**config.mk**
```make
export PLATFORM = sky130hd
export DESIGN_NAME = quadrature_encoder_emulator
export DESIGN_NICKNAME = d
export VERILOG_FILES = /design/src/rtl/quad_pkg.sv /design/src/rtl/quadrature_encoder_emulator_step_timer.sv /design/src/rtl/quadrature_encoder_emulator.sv
export SDC_FILE = /design/constraint.sdc
export NUM_CORES = 1
export LEC_CHECK = 0
export ABC_AREA = 1
export CORE_UTILIZATION = 25
export DETAILED_ROUTE_END_ITERATION = 7
export DONT_BUFFER_PORTS = 1
export REMOVE_ABC_BUFFERS = 1
export SLEW_MARGIN = 10
export SYNTH_ARGS = -nofsm -noshare
export SYNTH_HDL_FRONTEND = slang
export SYNTH_HIERARCHICAL = 1
export SYNTH_SLANG_ARGS = --single-unit
```
**constraint.sdc**
```tcl
create_clock -name clk -period 3.6 [get_ports clk]
set_clock_uncertainty 0.15 [all_clocks]
set_input_delay 0.72 -clock clk [delete_from_list [all_inputs] [get_ports clk]]
set_output_delay 0.72 -clock clk [all_outputs]
set_load 0.01 [all_outputs]
```
**src/rtl/quad_pkg.sv**
```systemverilog
// Shared quadrature constants: Gray phase encoding and the emulator FSM states.
// The decoder imports the same package so both ends agree on the A/B sequence.
package quad_pkg;

    localparam logic [1:0] PH0 = 2'b00;
    localparam logic [1:0] PH1 = 2'b10;
    localparam logic [1:0] PH2 = 2'b11;
    localparam logic [1:0] PH3 = 2'b01;

    typedef enum logic {
        IDLE = 1'b0,
        RUN  = 1'b1
    } state_t;

    // One Gray step of the {a,b} pair; up walks PH0->PH1->PH2->PH3->PH0.
    function automatic logic [1:0] phase_step(input logic [1:0] ph, input logic up);
        logic [1:0] nxt;
        nxt = PH0;
        case (ph)
            PH0: nxt = up ? PH1 : PH3;
            PH1: nxt = up ? PH2 : PH0;
            PH2: nxt = up ? PH3 : PH1;
            PH3: nxt = up ? PH0 : PH2;
            default: nxt = PH0;
        endcase
        return nxt;
    endfunction

endpackage

```
**src/rtl/quadrature_encoder_emulator_step_timer.sv**
```systemverilog
// Loadable down-counter; o_zero flags terminal count. Load wins over decrement,
// and the count parks at zero rather than wrapping.
module step_timer #(
    parameter int PERIOD_WIDTH = 16
) (
    input  logic                    clk,
    input  logic                    reset,
    input  logic                    i_load,
    input  logic [PERIOD_WIDTH-1:0] i_load_val,
    input  logic                    i_dec,
    output logic                    o_zero
);

    logic [PERIOD_WIDTH-1:0] r_count;

    always_ff @(posedge clk) begin
        if (reset) begin
            r_count <= '0;
        end else if (i_load) begin
            r_count <= i_load_val;
        end else if (i_dec && (r_count != '0)) begin
            r_count <= r_count - PERIOD_WIDTH'(1);
        end
    end

    assign o_zero = (r_count == '0);

endmodule

```
**src/rtl/quadrature_encoder_emulator.sv**
```systemverilog
// Drives quadrature A/B from the current emulated count to a commanded signed target,
// one edge every clamped step_period clocks; accepts a new command only while idle.
module quadrature_encoder_emulator
    import quad_pkg::*;
#(
    parameter int POS_WIDTH    = 32,
    parameter int PERIOD_WIDTH = 16,
    parameter int MIN_PERIOD   = 4
) (
    input  logic                        clk,
    input  logic                        reset,
    input  logic signed [POS_WIDTH-1:0] target,
    input  logic [PERIOD_WIDTH-1:0]     step_period,
    input  logic                        target_valid,
    output logic                        target_ready,
    input  logic                        halt,
    output logic                        a,
    output logic                        b,
    output logic signed [POS_WIDTH-1:0] position,
    output logic                        direction,
    output logic                        busy
);

    localparam logic [PERIOD_WIDTH-1:0] MIN_P = PERIOD_WIDTH'(MIN_PERIOD);

    state_t                      r_state;
    state_t                      w_state_next;
    logic [1:0]                  r_phase;
    logic signed [POS_WIDTH-1:0] r_pos;
    logic signed [POS_WIDTH-1:0] r_target;
    logic [PERIOD_WIDTH-1:0]     r_period;
    logic                        r_dir;

    logic [PERIOD_WIDTH-1:0]     w_period_clamped;
    logic [PERIOD_WIDTH-1:0]     w_load_val;
    logic                        w_accept;
    logic                        w_emit;
    logic                        w_load;
    logic                        w_dec;
    logic                        w_zero;
    logic                        w_at_target;

    assign w_period_clamped = (step_period < MIN_P) ? MIN_P : step_period;
    assign w_at_target      = (r_pos == r_target);

    step_timer #(
        .PERIOD_WIDTH (PERIOD_WIDTH)
    ) u_step_timer (
        .clk        (clk),
        .reset      (reset),
        .i_load     (w_load),
        .i_load_val (w_load_val),
        .i_dec      (w_dec),
        .o_zero     (w_zero)
    );

    always_ff @(posedge clk) begin
        if (reset) begin
            r_state <= IDLE;
        end else begin
            r_state <= w_state_next;
        end
    end

    // Halt outranks arrival, arrival outranks emitting, so a halted move never steps.
    always_comb begin
        w_state_next = r_state;
        w_accept     = 1'b0;
        w_emit       = 1'b0;
        w_load       = 1'b0;
        w_dec        = 1'b0;
        w_load_val   = r_period - PERIOD_WIDTH'(1);
        case (r_state)
            IDLE: begin
                if (target_valid) begin
                    w_accept     = 1'b1;
                    w_load       = 1'b1;
                    w_load_val   = w_period_clamped - PERIOD_WIDTH'(1);
                    w_state_next = RUN;
                end
            end
            RUN: begin
                if (halt) begin
                    w_state_next = IDLE;
                end else if (w_at_target) begin
                    w_state_next = IDLE;
                end else if (w_zero) begin
                    w_emit = 1'b1;
                    w_load = 1'b1;
                end else begin
                    w_dec = 1'b1;
                end
            end
            default: w_state_next = IDLE;
        endcase
    end

    always_ff @(posedge clk) begin
        if (reset) begin
            r_phase  <= PH0;
            r_pos    <= '0;
            r_target <= '0;
            r_period <= MIN_P;
            r_dir    <= 1'b1;
        end else begin
            if (w_accept) begin
                r_target <= target;
                r_period <= w_period_clamped;
                r_dir    <= (target >= r_pos);
            end
            if (w_emit) begin
                r_phase <= phase_step(r_phase, r_dir);
                r_pos   <= r_dir ? (r_pos + POS_WIDTH'(1)) : (r_pos - POS_WIDTH'(1));
            end
        end
    end

    assign a            = r_phase[1];
    assign b            = r_phase[0];
    assign position     = r_pos;
    assign direction    = r_dir;
    assign busy         = (r_state == RUN);
    assign target_ready = (r_state == IDLE);

endmodule

```
==> results of run 1 <==
==> critical path, cell delays in order (launching register included) <==
cell and delay (ns):
dfxtp_1 0.31, inv_1 0.59, buf_4 0.31, ha_1 0.30, a21oi_1 0.24, nand2_1 0.18
nand2_1 0.10, nand2_1 0.10, nand3_1 0.09, nand2_1 0.16, nand2_1 0.13, nand2_1 0.05
nand2_1 0.05, nand2_1 0.05, nor2_1 0.09, nor2_1 0.05
==> per-layer routing <==
layer,part of all wire (%),track usage [%],up-vias,wire length (µm)
li1,-,-,4463,-
met1,46,19.4,3883,11900
met2,47,27.0,206,12300
met3,5.4,3.20,28,1400
met4,1.9,3.70,0,495
met5,0,0,-,0
==> path summary, 6_finish.rpt <==
path | from | end | slack, ns
setup / recovery | direction | position[22] | 0.53
hold / removal | reset | r_period[9] | 0.27
setup reg to reg | direction | position[22] | 0.53
hold reg to reg | r_target[17] | r_target[17] | 0.33
==> cells by family after synthesis <==
group / after synthesis
fa+ha+maj: 65
buf+inv: 219
compound gates: 205
flops: 100
simple gates: 771
xor+xnor: 50
==> final cells by class <==
class                           count  area (µm²)
Clock buffer                       11         253
Clock inverter                      3        47.5
Fill cell                        3719       23600
Inverter                          184         691
Multi-Input combinational cell   1091        5500
Sequential cell                   100        2000
Tap cell                          442         553
Timing Repair Buffer               14         105
==> power groups by stage <==
stage          sequential (W)  combinational (W)  clock, W
2_1_floorplan         0.00125           0.000518         0
3_3_place_gp          0.00126           0.000672         0
5_1_grt               0.00125           0.000789   0.00111
3_5_place_dp          0.00126           0.000679         0
4_1_cts               0.00124           0.000683   0.00108
6_report              0.00124           0.000680   0.00104
==> sequential cells by signal, indices dropped and copies added (netlist names) <==
register              count
position                 32
r_target                 32
r_period                 16
u_step_timer/r_count     16
r_phase                   2
busy                      1
direction                 1
==> synthesized netlist by cell type, types with 3 or more instances <==
cell,count
o21bai_1,6
nor3_1,17
buf_2,8
nor2_2,3
o21ai_1,6
nand2_1,406
ha_1,64
o21a_1,3
nand3_1,63
a31oi_1,6
xnor2_1,35
a211oi_1,7
a21oi_1,98
nand3_2,3
clkbuf_1,22
nand3b_1,3
nor4_1,4
nand4_1,20
buf_6,3
inv_2,3
xor2_1,15
inv_1,180
dfxtp_1,100
o21ai_0,72
nor2_1,243
==> per-stage QoR <==
step / cells / power [W] / cell area [µm²] / utilization, % / hold slack (ns)
after floorplan: 1375 / 0.00177 / 8190 / - / 0.296
after global placement: 1831 / 0.00193 / 8850 / 27.1 / 0.307
after detailed placement: 1831 / 0.00194 / 8850 / 27.1 / 0.319
after CTS: 1845 / 0.00300 / 9150 / 28.0 / 0.268
after global routing: 1845 / 0.00314 / 9150 / 28.0 / 0.275
final: 1845 / 0.00296 / 9150 / 28.0 / 0.272
==> metrics, run 1 <==
Ports=89; Reg2Reg Depth=15; maximum vdd drop=slightly above 0.0002 V; Syn. warnings=6; P&R area growth vs syn=9.50%; vias in the first global route=between 8000 and 9000; post-synthesis mux area share=0%; Static Leak=roughly 4.4 nW; first-pass GRT wire length=around 42000 µm; IO buf count=0; Synth cell types=39; Clock power frac=between 30% and 40%; Die Wd=185 µm; Fin Setup TNS=0 ns; WP data required=3.71 ns; per-cell routed wire length=approximately 14 µm; FP Rows=66; die area=between 30000 and 40000 µm²; post-route DRC violation count=0; CP Max Fanout=23; setup bufs post-CTS=0; Clk Tree Root Cell=clkbuf_16; proportion of power drawn by flip-flops and latches=41.8%; H-Tree Depth=3; most frequent cells in the layout=405 x nand2_1, 243 x nor2_1, 178 x inv_1; post-synthesis cell area=roughly 8400 µm²; total gr overflow=0; placer's final routability congestion estimate=between 0.8 and 0.9; Worst Hold Class=in -> reg; drt pass-1 iters=5; Startpoint Class=register; simple-gate area share of the yosys netlist=a little under two fifths; Logic pwr share=23.0%; compound-cell area share of the yosys netlist=a little over an eighth; adder-cell share of the synthesized area=9.83%; Psw=0.000972 W; Hold Vio Cnt, Final=0; Slew @ Worst Pin=a little under 1 ns; largest net degree at the start of global routing=49; CTS Buf Count=9; dominant combinational cell family by area after synthesis=simple AND/OR/NAND/NOR gates; fin crit share=around 85%; Core Box Area=~33000 µm²; Rel. slew slack=about 34%; Total GRT Usage=around 16%; initial core utilization=about 26%; 1st-iter DRT viols=roughly 600; Via-to-Cell Ratio=approximately 4.7; Syn Inst Count=1410; Synth Register Bits=100; hold depth=1; cell internal pwr=0.00199 W; Post-Synth XOR/XNOR Area=~5.2%; CP Class=reg -> reg; EDFF count, synth=0; synth top area cells=dfxtp_1 24%, nand2_1 18%, nor2_1 11%; Vias=approximately 8600; Seq/Total Area, Yosys=a little under a quarter; RSZ-0062 raised after global routing=false; CTS Buffer Depth=2; fmax=326 MHz; pre-CTS WS=0.393 ns; share of the synthesized area in the top cell type=between 20% and 30%; max-slew violation count=0; Layout Nets=between 1500 and 2000; WL final=around 26000 µm; Antenna Violating Nets Remaining=0; FFs w/ async S/R, synth=0%; average footprint of a synthesized cell=5.92 µm²; post-CTS sizing=0; crit end category=register; CP Data Arrival Time=3.18 ns; HPWL after DPL=between 20000 and 25000 µm; clock slew at reported path FFs=~0.070 ns; MaxCap Viol Count=0; Die Ht=approximately 180 µm; initial antenna violation count=0; clock tree sinks=100; Main synth FF type=dfxtp_1; Finish-stage setup viols=0; later-pin clock latency in the skew report=~0.36 ns; status=completed; Net Sw Frac=between 30% and 40%; share of cells above drive strength 1=between 3 and 4%; post-route minimum period=3.07 ns; Yosys top cell by area=dfxtp_1; Hold Buf Count CTS=0; Power per Cell Area=around 320 nW/µm²; fin worst setup slack=~0.53 ns; commonest non-fill, non-tap cell in the layout=nand2_1; n_diodes=0; TritonCTS clock tree=built
Note: power is estimated with default switching activity, not from simulation.
==> run 2, diff against run 1 <==
--- a/config.mk
+++ b/config.mk
@@ -6,7 +6,9 @@
 export NUM_CORES = 1
 export LEC_CHECK = 0
 export ABC_AREA = 1
+export CORE_MARGIN = 4
 export CORE_UTILIZATION = 25
+export CTS_CLUSTER_SIZE = 20
 export DETAILED_ROUTE_END_ITERATION = 7
 export DONT_BUFFER_PORTS = 1
 export REMOVE_ABC_BUFFERS = 1
==> run 2 against run 1 <==
Compared with the run above: die area up 6.6%; final cell count up 0.16%; first-iteration DRC count down 22%; maximum frequency up 0.56%; count of clock-buffer cells in the layout unchanged; global-route usage down 1.2 points; power down 0.49%; largest cell class unchanged; register-to-register slack better by 0.02 ns; via count down 1.2%.
==> metrics, run 2 (synthesis gave the netlist of run 1 again) <==
status=completed; initial antenna violation count=0; Reg2Reg Depth=10; max-slew violation count=0; Power Total=just under 0.003 W; Die Ht=around 190 µm; 1st-iter DRT viols=about 460; initial core utilization=between 20% and 30%; fin crit share=between 80% and 90%; later-pin clock latency in the skew report=0.36 ns; HPWL after DPL=approximately 21000 µm; Layout Nets=1518; drt pass-1 iters=5; WL final=~26000 µm; Rel. slew slack=33.2%; Logic pwr share=between 20% and 30%; placer's final routability congestion estimate=0.900; Startpoint Class=register; Finish-stage setup viols=0; Hold Vio Cnt, Final=0; Static Leak=between 4 and 5 nW; Psw=~0.001 W; n_diodes=0; hold path start=reset; Clk Tree Root Cell=clkbuf_16; worst reg2reg startpoint=position[31]; FP Rows=66; maximum vdd drop=around 0.00022 V; CP Max Fanout=5; clock slew at reported path FFs=approximately 0.08 ns; hold worst-path end=r_period[9]; Die Wd=~190 µm; Placed Area=around 8900 µm²; vias in the first global route=between 8000 and 9000; Net Sw Frac=roughly a third; reg2reg end=direction; Ports=89; die area=around 36000 µm²; CTS Buffer Depth=2; pre-CTS WS=about 0.38 ns; clock tree sinks=100; setup bufs post-CTS=0; post-route DRC violation count=0; P&R area growth vs syn=9.65%; flop2flop setup slack=0.55 ns; Core Box Area=between 30000 and 40000 µm²; total gr overflow=0; IO buf count=0; CP Data Arrival Time=3.21 ns; WP data required=between 3 and 4 ns; post-route minimum period=3.05 ns; Total GRT Usage=about 14%; share of cells above drive strength 1=3.63%; Power per Cell Area=around 320 nW/µm²; RSZ-0062 raised after global routing=false; proportion of power drawn by flip-flops and latches=a little over two fifths; Antenna Violating Nets Remaining=0; Slew @ Worst Pin=0.993 ns; Clock power frac=34.8%; TritonCTS clock tree=built; Hold Buf Count CTS=0; fin worst setup slack=0.545 ns; hold depth=1; fmax=around 330 MHz; cell internal pwr=about 0.0020 W; Vias=about 8500; hold_ws=about 0.27 ns; CP Class=reg -> reg; Via-to-Cell Ratio=around 4.6; H-Tree Depth=3; post-CTS sizing=0; largest net degree at the start of global routing=50; MaxCap Viol Count=0; first-pass GRT wire length=42300 µm; design area=~9200 µm²; Worst Hold Class=in -> reg; per-cell routed wire length=14.1 µm; CTS Buf Count=9; commonest non-fill, non-tap cell in the layout=nand2_1; most frequent cells in the layout=405 x nand2_1, 243 x nor2_1, 178 x inv_1; crit end category=register
[run 2: critical path: stages, from the launching register on]
cell and delay (ns):
dfxtp_1 0.53, inv_1 0.08, ha_1 0.35, nand2_1 0.10, nor2_1 0.14, nand2_1 0.14, nor4_1 0.78, nand4_1 0.40
nand3_1 0.20, nand2_1 0.07, nand2_1 0.05
[run 2: cell type report]
cell class	count	area, µm²
Fill cell	3692	23600
Multi-Input combinational cell	1091	5500
Sequential cell	100	2000
Inverter	184	691
Tap cell	442	553
Clock buffer	11	233
Timing Repair Buffer	15	125
Clock inverter	5	60.1
[run 2: power by group through the flow]
| stage | Sequential (W) | Combinational [W] | Clock [W] |
|---|---|---|---|
| floorplan | 0.00125 | 0.000518 | 0 |
| global placement | 0.00126 | 0.000676 | 0 |
| detailed placement | 0.00126 | 0.000683 | 0 |
| CTS | 0.00124 | 0.000687 | 0.00105 |
| global route | 0.00125 | 0.000793 | 0.00109 |
| finish | 0.00124 | 0.000683 | 0.00103 |
[run 2: how the worst max path moves through the flow]
| stage | startpoint | endpoint | slack, ns |
|---|---|---|---|
| after floorplan | target_valid | u_step_timer/r_count[12] | -0.12 |
| final | position[31] | direction | 0.55 |
| after detailed placement | target[31] | direction | 0.38 |
| after global placement | target[31] | direction | 0.35 |
| after global routing | direction | position[22] | 0.27 |
| after CTS | position[31] | direction | 0.46 |
[run 2: metrics by stage]
| stage | utilization, % | std cells | TNS [ns] |
|---|---|---|---|
| global route | 27.9 | 1848 | 0 |
| detailed placement | 27.0 | 1832 | 0 |
| floorplan | - | 1375 | -0.450 |
| CTS | 27.9 | 1848 | 0 |
| global placement | 27.0 | 1832 | 0 |
| finish | 27.9 | 1848 | 0 |
[run 2: routing by layer]
| metal | GRT usage, % | share of wire, % | up-vias |
|---|---|---|---|
| li1 | - | - | 4458 |
| met1 | 18.9 | 46 | 3846 |
| met2 | 24.9 | 47 | 158 |
| met3 | 2.78 | 5.6 | 13 |
| met4 | 1.93 | 0.77 | 0 |
| met5 | 0 | 0 | - |
==> run 3, diff against run 2 <==
==> constraint.sdc (replaced) <==
create_clock -name clk -period 2.9 [get_ports clk]
set_clock_uncertainty 0.15 [all_clocks]
set_input_delay 0.58 -clock clk [delete_from_list [all_inputs] [get_ports clk]]
set_output_delay 0.58 -clock clk [all_outputs]
set_load 0.01 [all_outputs]
==> run 3 against run 2 <==
Compared with the run above: via count up 1.2%; sequential cell count unchanged; sequential share of layout area decreased by 0.26 points; critical path depth increased by 2; worst setup slack got worse by 0.22 ns; wire length grew 0.26%; largest cell class unchanged; largest power group unchanged.
==> metrics, run 3 (synthesis gave the netlist of run 1 again) <==
Finish-stage setup viols=0; Die Wd=191 µm; Logic pwr share=23.9%; IO buf count=0; fmax=389 MHz; Slowest-stage cell, CP=ha_1; H-Tree Depth=3; CTS Buf Count=9; Clk Tree Root Cell=clkbuf_16; TritonCTS clock tree=built; Reg area=roughly 2000 µm²; clock tree sinks=100; WL final=approximately 26000 µm; Slew @ Worst Pin=slightly above 0.4 ns; most used cell, CP=nand2_1; first-pass GRT wire length=~42000 µm; later-pin clock latency in the skew report=approximately 0.36 ns; RSZ-0062 raised after global routing=false; largest net degree at the start of global routing=72; Layout Nets=1531; Net Sw Frac=between 30% and 40%; CP Data Arrival Time=roughly 2.7 ns; post-route minimum period=2.57 ns; placer's final routability congestion estimate=slightly above 0.9; CP max stage delay=roughly 0.37 ns; initial antenna violation count=0; post-route DRC violation count=0; flop2flop setup slack=about 0.33 ns; Die Ht=approximately 190 µm; MaxCap Viol Count=0; maximum vdd drop=roughly 0.00028 V; design area=9270 µm²; per-cell routed wire length=about 14 µm; P&R area growth vs syn=11.0%; vias in the first global route=8127; Rel. slew slack=73.1%; FP Rows=66; status=completed; Total GRT Usage=between 10 and 15%; Via-to-Cell Ratio=between 4 and 5; Buf/Inv on CP=2; total gr overflow=0; placed cell count=1845; Core Box Area=about 33000 µm²; Power Total=0.00358 W; fin crit share=approximately 89%; Psw=~0.0012 W; share of cells above drive strength 1=roughly 4.6%; CP Class=reg -> reg; n_diodes=0; die area=roughly 36000 µm²; commonest non-fill, non-tap cell in the layout=nand2_1; HPWL after DPL=approximately 21000 µm; proportion of power drawn by flip-flops and latches=a little over two fifths; drt pass-1 iters=5; most frequent cells in the layout=405 x nand2_1, 243 x nor2_1, 178 x inv_1; Layout fillers=~3700; WP data required=approximately 3 ns; multi-input combinational cell area=around 5500 µm²; Startpoint Class=register; CTS Buffer Depth=2; Worst Hold Class=in -> reg; max-slew violation count=0; Vias=between 8000 and 9000; Hold Buf Count CTS=0; Ports=just under 90; Clock power frac=about a third; Cell Chain, Critical Path=inv_1, buf_4, ha_1, or2_2, nand3_1, nand2_1, nand2_1, nand2_1, nand3b_1, nand3_1, a21oi_1, nor2_1; cell internal pwr=between 0.002 and 0.0025 W; crit end category=register; Placed Area=8990 µm²; Antenna Violating Nets Remaining=0; Crit path max-delay family=simple AND/OR/NAND/NOR gates; Final Non-Filler Cells=approximately 1900; clock slew at reported path FFs=about 0.07 ns; initial core utilization=approximately a quarter; Static Leak=4.51 nW; CP Max Fanout=31; 1st-iter DRT viols=505; Hold Vio Cnt, Final=0; Power per Cell Area=between 300 and 400 nW/µm²
-- run 3: worst reg2reg max path, cell delays in order (launching register included) --
cell,delay (ns)
dfxtp_1,0.31
inv_1,0.05
buf_4,0.33
ha_1,0.39
or2_2,0.31
nand3_1,0.08
nand2_1,0.12
nand2_1,0.08
nand2_1,0.12
nand3b_1,0.17
nand3_1,0.09
a21oi_1,0.22
nor2_1,0.06
-- run 3: path summary, 6_finish.rpt --
path	from	to	depth (start not counted)
hold / removal	reset	r_period[9]	1
setup reg to reg	direction	position[27]	12
hold reg to reg	r_target[17]	r_target[17]	2
setup / recovery	direction	position[27]	12
-- run 3: what timing repair did --
action	CTS	global route
buffers inserted	0	0
resized for setup	0	1
endpoints found under the hold margin	0	0
setup endpoints to repair	0	16
-- run 3: metrics by stage --
stage	utilization, %	TNS, ns	hold WS, ns	setup WS (ns)
after floorplan	-	-19.01	0.296	-0.757
after global placement	27.4	0	0.304	0.342
after detailed placement	27.4	0	0.315	0.266
after CTS	28.3	0	0.120	0.229
after global routing	28.3	0	0.126	0.0220
final	28.3	0	0.130	0.326
-- run 3: routing by layer --
metal | GRT usage, % | routed length, µm
met1 | 18.3 | 11900
met2 | 24.7 | 12400
met3 | 3.20 | 1510
met4 | 3.23 | 423
met5 | 0 | 0
-- run 3: area by class of cell --
class                   count  share of cell area [%]
clock buffers              11                    2.73
clock inverters             3                   0.243
flip-flops and latches    100                    21.6
well taps                 442                    5.97
multi-input cells        1091                    59.3
inverters                 184                    7.45
repair buffers             28                    2.67
-- run 3: power by group through the flow --
stage / sequential [W] / clock [W] / combinational, W
6_report: 0.00153 / 0.00119 / 0.000855
5_1_grt: 0.00155 / 0.00127 / 0.000983
3_3_place_gp: 0.00156 / 0 / 0.000842
3_5_place_dp: 0.00156 / 0 / 0.000850
4_1_cts: 0.00153 / 0.00124 / 0.000855
2_1_floorplan: 0.00155 / 0 / 0.000643
